==> src/rtl/cube_pkg.sv <==
// -----------------------------------------------------------------------------
// cube_pkg
// Shared constants and types for the 8x8x8 cube frame buffer.
//   CUBE_DIM    : cube edge length (layers, latches, bits per latch byte)
//   ADDR_W      : byte address width, {layer[2:0], latch[2:0]}
//   FRAME_BYTES : bytes per frame
//   DATA_W      : byte width
//   fb_state_t  : frame buffer sequencing states
// -----------------------------------------------------------------------------
package cube_pkg;

  localparam int unsigned CUBE_DIM    = 8;
  localparam int unsigned ADDR_W      = 6;
  localparam int unsigned FRAME_BYTES = 64;
  localparam int unsigned DATA_W      = 8;

  typedef logic [5:0] cube_addr_t;
  typedef logic [7:0] cube_byte_t;

  typedef enum logic [1:0] {
    IDLE  = 2'd0,
    START = 2'd1,
    RUN   = 2'd2
  } fb_state_t;

endpackage

==> src/rtl/cube_fb_bank.sv <==
// -----------------------------------------------------------------------------
// cube_fb_bank
// One 64x8 frame bank: synchronous write port, combinational read port.
// Contents are deliberately not reset.
// Ports:
//   clk      : system clock
//   we_i     : write enable
//   waddr_i  : write byte address
//   wdata_i  : write byte value
//   raddr_i  : read byte address
//   rdata_o  : byte at raddr_i (zero latency)
// -----------------------------------------------------------------------------
module cube_fb_bank
  import cube_pkg::*;
(
  input  logic              clk,
  input  logic              we_i,
  input  logic [ADDR_W-1:0] waddr_i,
  input  logic [DATA_W-1:0] wdata_i,
  input  logic [ADDR_W-1:0] raddr_i,
  output logic [DATA_W-1:0] rdata_o
);

  logic [DATA_W-1:0] mem_q [FRAME_BYTES];

  // Byte write into the register file.
  always_ff @(posedge clk) begin
    if (we_i) begin
      mem_q[waddr_i] <= wdata_i;
    end
  end

  assign rdata_o = mem_q[raddr_i];

endmodule

==> src/rtl/cube_frame_buffer.sv <==
// -----------------------------------------------------------------------------
// cube_frame_buffer
// Double-buffered 64-byte frame store feeding the single-frame scan stage.
// The host fills the back bank; banks swap only on a scan boundary once the
// front frame has been scanned at least MIN_REPEATS times. The scan stage's
// stop input is tied low at the top level, so scanning never stops in RUN.
// Optional build macro: CUBE_FB_HOLD_EN adds the 'hold' input, which
// suppresses swaps while high (scan counting continues).
// Ports:
//   clk, rst        : clock, asynchronous active-high reset
//   hold            : (CUBE_FB_HOLD_EN only) suppress swaps while high
//   wr_valid/ready  : host write handshake into the back bank
//   wr_addr/data    : byte address {layer, latch} and value
//   wr_last         : final write of a frame, commits the back bank
//   rd_addr/rd_data : scan-stage read of the front bank (00 while IDLE)
//   frame_done      : scan-complete level; each rising edge is one scan
//   scan_start      : one-cycle pulse that starts the scan stage
//   frame_swapped   : one-cycle pulse when the banks swap
//   front_bank      : index of the bank being displayed
// -----------------------------------------------------------------------------
module cube_frame_buffer
  import cube_pkg::*;
#(
  parameter int unsigned MIN_REPEATS = 4,
  parameter int unsigned CNT_W       = 8
) (
  input  logic              clk,
  input  logic              rst,
`ifdef CUBE_FB_HOLD_EN
  input  logic              hold,
`endif
  input  logic              wr_valid,
  output logic              wr_ready,
  input  logic [ADDR_W-1:0] wr_addr,
  input  logic [DATA_W-1:0] wr_data,
  input  logic              wr_last,
  input  logic [ADDR_W-1:0] rd_addr,
  output logic [DATA_W-1:0] rd_data,
  input  logic              frame_done,
  output logic              scan_start,
  output logic              frame_swapped,
  output logic              front_bank
);

  // Compared one bit wider so scan_cnt+1 cannot wrap at saturation.
  localparam logic [CNT_W:0]   MIN_REP_C = (CNT_W + 1)'(MIN_REPEATS);
  localparam logic [CNT_W-1:0] CNT_MAX_C = {CNT_W{1'b1}};

  fb_state_t        state_q, state_d;
  logic             front_q, front_d;
  logic             pending_q, pending_d;
  logic             wr_ready_q, wr_ready_d;
  logic [CNT_W-1:0] scan_cnt_q, scan_cnt_d;
  logic             scan_start_q, scan_start_d;
  logic             swapped_q, swapped_d;
  logic             fd_prev_q;

  logic             hold_s;
  logic             fd_rise_s;
  logic             wr_acc_s;
  logic             commit_s;
  logic [CNT_W:0]   cnt_inc_s;
  logic             swap_ok_s;
  logic [DATA_W-1:0] rdata0_s, rdata1_s;

`ifdef CUBE_FB_HOLD_EN
  assign hold_s = hold;
`else
  assign hold_s = 1'b0;
`endif

  assign fd_rise_s = frame_done & ~fd_prev_q;
  assign wr_acc_s  = wr_valid & wr_ready_q;
  assign commit_s  = wr_acc_s & wr_last;
  assign cnt_inc_s = {1'b0, scan_cnt_q} + {{CNT_W{1'b0}}, 1'b1};
  // pending_q is the pre-edge value, so a commit landing on the same rise
  // cannot swap on that rise.
  assign swap_ok_s = fd_rise_s & pending_q & (cnt_inc_s >= MIN_REP_C) & ~hold_s;

  // Bank 0 is written while bank 1 is displayed and vice versa.
  cube_fb_bank u_bank0 (
    .clk     (clk),
    .we_i    (wr_acc_s & front_q),
    .waddr_i (wr_addr),
    .wdata_i (wr_data),
    .raddr_i (rd_addr),
    .rdata_o (rdata0_s)
  );

  cube_fb_bank u_bank1 (
    .clk     (clk),
    .we_i    (wr_acc_s & ~front_q),
    .waddr_i (wr_addr),
    .wdata_i (wr_data),
    .raddr_i (rd_addr),
    .rdata_o (rdata1_s)
  );

  // Next-state logic: commit tracking, sequencing, scan counting and swap.
  always_comb begin
    state_d      = state_q;
    front_d      = front_q;
    pending_d    = pending_q;
    wr_ready_d   = wr_ready_q;
    scan_cnt_d   = scan_cnt_q;
    scan_start_d = 1'b0;
    swapped_d    = 1'b0;

    if (commit_s) begin
      pending_d  = 1'b1;
      wr_ready_d = 1'b0;
    end else begin
      pending_d  = pending_q;
    end

    case (state_q)
      IDLE: begin
        if (commit_s) begin
          state_d      = START;
          front_d      = ~front_q;
          swapped_d    = 1'b1;
          scan_start_d = 1'b1;
        end else begin
          state_d      = IDLE;
        end
      end
      START: begin
        state_d    = RUN;
        pending_d  = 1'b0;
        wr_ready_d = 1'b1;
      end
      RUN: begin
        if (swap_ok_s) begin
          front_d    = ~front_q;
          scan_cnt_d = {CNT_W{1'b0}};
          pending_d  = 1'b0;
          swapped_d  = 1'b1;
          wr_ready_d = 1'b1;
        end else if (fd_rise_s && (scan_cnt_q != CNT_MAX_C)) begin
          scan_cnt_d = cnt_inc_s[CNT_W-1:0];
        end else begin
          scan_cnt_d = scan_cnt_q;
        end
      end
      default: begin
        state_d = IDLE;
      end
    endcase
  end

  // State and output registers.
  always_ff @(posedge clk or posedge rst) begin
    if (rst) begin
      state_q      <= IDLE;
      front_q      <= 1'b0;
      pending_q    <= 1'b0;
      wr_ready_q   <= 1'b1;
      scan_cnt_q   <= {CNT_W{1'b0}};
      scan_start_q <= 1'b0;
      swapped_q    <= 1'b0;
      fd_prev_q    <= 1'b0;
    end else begin
      state_q      <= state_d;
      front_q      <= front_d;
      pending_q    <= pending_d;
      wr_ready_q   <= wr_ready_d;
      scan_cnt_q   <= scan_cnt_d;
      scan_start_q <= scan_start_d;
      swapped_q    <= swapped_d;
      fd_prev_q    <= frame_done;
    end
  end

  assign wr_ready      = wr_ready_q;
  assign front_bank    = front_q;
  assign scan_start    = scan_start_q;
  assign frame_swapped = swapped_q;
  assign rd_data       = (state_q == IDLE) ? {DATA_W{1'b0}}
                       : (front_q ? rdata1_s : rdata0_s);

endmodule

==> config.mk <==
export PLATFORM = sky130hd
export DESIGN_NAME = cube_frame_buffer
export DESIGN_NICKNAME = d
export VERILOG_FILES = /design/src/rtl/cube_pkg.sv /design/src/rtl/cube_fb_bank.sv /design/src/rtl/cube_frame_buffer.sv
export SDC_FILE = /design/constraint.sdc
export NUM_CORES = 1
export LEC_CHECK = 0
export CORE_MARGIN = 1.5
export CORE_UTILIZATION = 35
export DETAILED_ROUTE_END_ITERATION = 10
export DONT_BUFFER_PORTS = 1
export PLACE_DENSITY_LB_ADDON = 0.3
export SETUP_SLACK_MARGIN = 0.3
export SLEW_MARGIN = 20
export SYNTH_ARGS = -nofsm -noshare
export SYNTH_HDL_FRONTEND = slang
export SYNTH_SLANG_ARGS = --single-unit
==> constraint.sdc <==
create_clock -name clk -period 8.1 [get_ports clk]
set_clock_uncertainty 0.15 [all_clocks]
set_input_delay 1.62 -clock clk [delete_from_list [all_inputs] [get_ports clk]]
set_output_delay 1.62 -clock clk [all_outputs]
set_load 0.005 [all_outputs]
==> flow_summary.ini <==
[worst_setup_path]
cp_max_fo = 25
cp_data_arrival_time_ns = 4.14
crit_type = reg2out
end_kind = primary output
start_kind = flip-flop
cp.required_ns = 6.33

[die]
die_w_um = 345
die_area_mm2 = 0.119
num_io_pins = 37
core-area_mm2 = 0.116
rows = 125
die_height_um = 345
initial_core_util_pct = 35.3

[clocking]
cts_max_level = 3
clock_latency_ns = 0.65
clock-root-buffer = clkbuf_16
post_cts_buffers = 0
cts_tree = done
path_clk_slew_ns = 0.06
cts_buffers = 102
cts_hold_buf = 0
numClockSinks = 1040
clock_path_buffers = 3
post_cts_resized = 0

[grt]
antenna_found_initial = 2
grt_pass1_vias = 20200
grtUsageTotal_pct = 17.0
grt_max_degree = 291
gr-total-overflow = 0
grt_pass1_wl_mm = 148

[logic_synthesis]
ys_seq_area_share_pct = 76.1
yosysWarningCount = 0
netlist_area_mm2 = 0.0410
avgSynthCellArea_um2 = 19.9
synthXorXnorAreaFrac_pct = 0.0214
syn_nets = 2092
synth_compound_area_share_pct = 2.50
syn_inst = 2062
ys_ff_latch = 1040
ys.flop_type = edfxtp_1
synth_top_family_by_area = multiplexers
yosysTopAreaCellShare_pct = 75.1
synth_mux_area_share_pct = 14.5
synthSimpleGateAreaFrac_pct = 4.91
synth.distinct_cells = 57
synth_area_leaders = edfxtp_1 (75%), mux4_2 (12%), mux2i_1 (2.2%)
yosysTopAreaCell = edfxtp_1
synth_edf_count = 1024
async_reset_ff_share_pct = 1.54
synth_fa_ha_area_share_pct = 0.153

[pwr]
p_leak_nw = 14.0
peakVddDrop_mv = 0.185
p_switching_w = 0.00240
comb_power_share_pct = 4.9
clockPowerShare_pct = 41.6
power_frac_seq_pct = 53.5
p_int_w = 0.00878
p_per_area_mw_per_mm2 = 246
switching_share_pct = 21.5

[placement]
hpwl_mm = 62.0
io_buffers = 0
gp_congestion = 0.941

[status]
status = complete, no violations

[drt]
routed_wl_mm = 102
firstDrtPassIters = 7
ant_nets = 0
drtIter0Drc = 2251
dr_total_vias = 20100
viasPerCell = 5.49
wl_per_cell_um = 27.9
drc_errors = 0

[cells_and_area]
antenna_cells = 0
postLayoutCoreUtil_pct = 39.2
layout.nets = 2078
drive_above_1_share_pct = 18.5
syn_to_final_growth_pct = 11.1

[timing]
setup_viol = 0
relSlewSlack_pct = 30.3
fin_tns_setup_ns = 0
max_freq_ghz = 0.169
hold_viol = 0
rsz0062_at_grt = false
timing.final.crit_share_pct = 72.9
tightestPinTransition_ns = 1.03
whs_ns = 0.365
final_max_slew_viol_count = 0
layout_min_cycle_time_ns = 5.91

[job]
max_cap_viol_count = 0

[min_path]
hold_path.class = reg2reg
final cells by class:
type,count,area [µm²]
clock inverters,65,626
multi-input cells,883,9050
flip-flops and latches,1040,31200
fillers,10300,70600
inverters,14,52.6
clock buffers,122,2650
well taps,1524,1910
repair buffers,7,52.6
path summary, 6_finish.rpt:
kind | start | end | slack, ns | cells past startpoint
min reg2reg | scan_cnt_q[6]$_DFFE_PP0P_ | scan_cnt_q[6]$_DFFE_PP0P_ | 0.37 | 1
min in group asynchronous | rst | scan_start$_DFF_PP0_ | 0.78 | 1
min | scan_cnt_q[6]$_DFFE_PP0P_ | scan_cnt_q[6]$_DFFE_PP0P_ | 0.37 | 1
max reg2reg | front_bank$_DFFE_PP0P_ | u_bank0.mem_q[23][1]$_DFFE_PP_ | 4.68 | 3
max | front_bank$_DFFE_PP0P_ | rd_data[6] | 2.19 | 7
max in group asynchronous | rst | scan_cnt_q[0]$_DFFE_PP0P_ | 6.63 | 1
state kept, by name (all words and copies together) (netlist names):
register and flops:
u_bank0.mem_q 512, front_bank 1, fd_prev_q 1, frame_swapped 1
wr_ready 1, state_q 2, pending_q 1, scan_cnt_q 8
scan_start 1, u_bank1.mem_q 512
power groups by stage:
stage,Sequential [W],Combinational [W],Clock [W]
2_1_floorplan,0.00608,0.000418,0
3_5_place_dp,0.00610,0.000531,0
3_3_place_gp,0.00609,0.000526,0
4_1_cts,0.00598,0.000533,0.00473
5_1_grt,0.00599,0.000567,0.00493
6_report,0.00598,0.000543,0.00466
cells in the mapped netlist, types with 3 or more instances:
master and n:
edfxtp_1 1024, mux4_2 222, nor2_1 166, nand3_1 101
mux2i_1 90, clkbuf_1 48, nand2_1 37, o21ai_0 37
buf_4 36, a22oi_1 27, nand4_1 27, buf_2 23
a221oi_1 20, dfrtp_1 15, inv_1 14, a21oi_1 13
and3_1 12, buf_6 11, nand3b_1 11, o22ai_1 11
or3_1 10, a31oi_1 9, nor2b_1 9, and2_1 8
buf_1 7, nand2b_1 7, a211oi_1 5, ha_1 5
nor3_1 5, a31o_2 4, a32oi_1 4, o211ai_1 4
a21boi_0 3, a41oi_1 3, mux2_2 3
cells by family (layout without fill, tap and decap cells):
kind of cell    after synthesis  after routing
simple gates                412            412
fa+ha+maj                     5              5
compound gates              150            150
flops                      1040           1040
xor+xnor                      1              1
mux                         315            315
buf+inv                     139            208
critical path: stages (launching register included):
cell	delay, ns
dfrtp_1	0.80
buf_4	0.39
and3b_1	0.73
and2_1	0.42
a32oi_1	0.10
nand3_1	0.12
nor4_1	0.08
a41oi_1	0.83
per-stage QoR:
step	setup WS [ns]	std cells	power, W	area, µm²
6_report	2.19	3655	0.0112	45500
5_1_grt	1.92	3655	0.0115	45500
4_1_cts	2.25	3655	0.0112	45500
3_5_place_dp	2.43	3468	0.00663	42200
3_3_place_gp	2.52	3468	0.00662	42200
2_1_floorplan	3.16	2062	0.00650	41000
cells in the final DEF (no fill, tap or decap), types with 6 or more instances in the layout:
master and instances:
nor2_1 166, o22ai_1 11, bufinv_16 9, or3_1 10
clkbuf_16 103, nor2b_1 8, a31oi_1 9, clkinv_2 24
nand3_1 101, o21ai_0 37, nand3b_1 11, inv_1 14
nand2b_1 7, and3_1 12, buf_4 7, dfrtp_1 15
and2_1 7, a221oi_1 20, clkinvlp_4 6, clkinv_1 19
nand4_1 27, edfxtp_1 1024, a22oi_1 27, nand2_1 37
mux4_2 222, clkbuf_1 19, a21oi_1 13, mux2i_1 90
per-layer routing:
metal / vias to the layer above / wire length, µm / GRT usage (%)
met5: - / 0 / 0
met4: 0 / 2520 / 4.25
met3: 149 / 8610 / 4.49
met2: 821 / 49000 / 27.7
met1: 10600 / 41900 / 22.8
li1: 8467 / - / -
No activity file was read; power rests on OpenSTA's default activity.
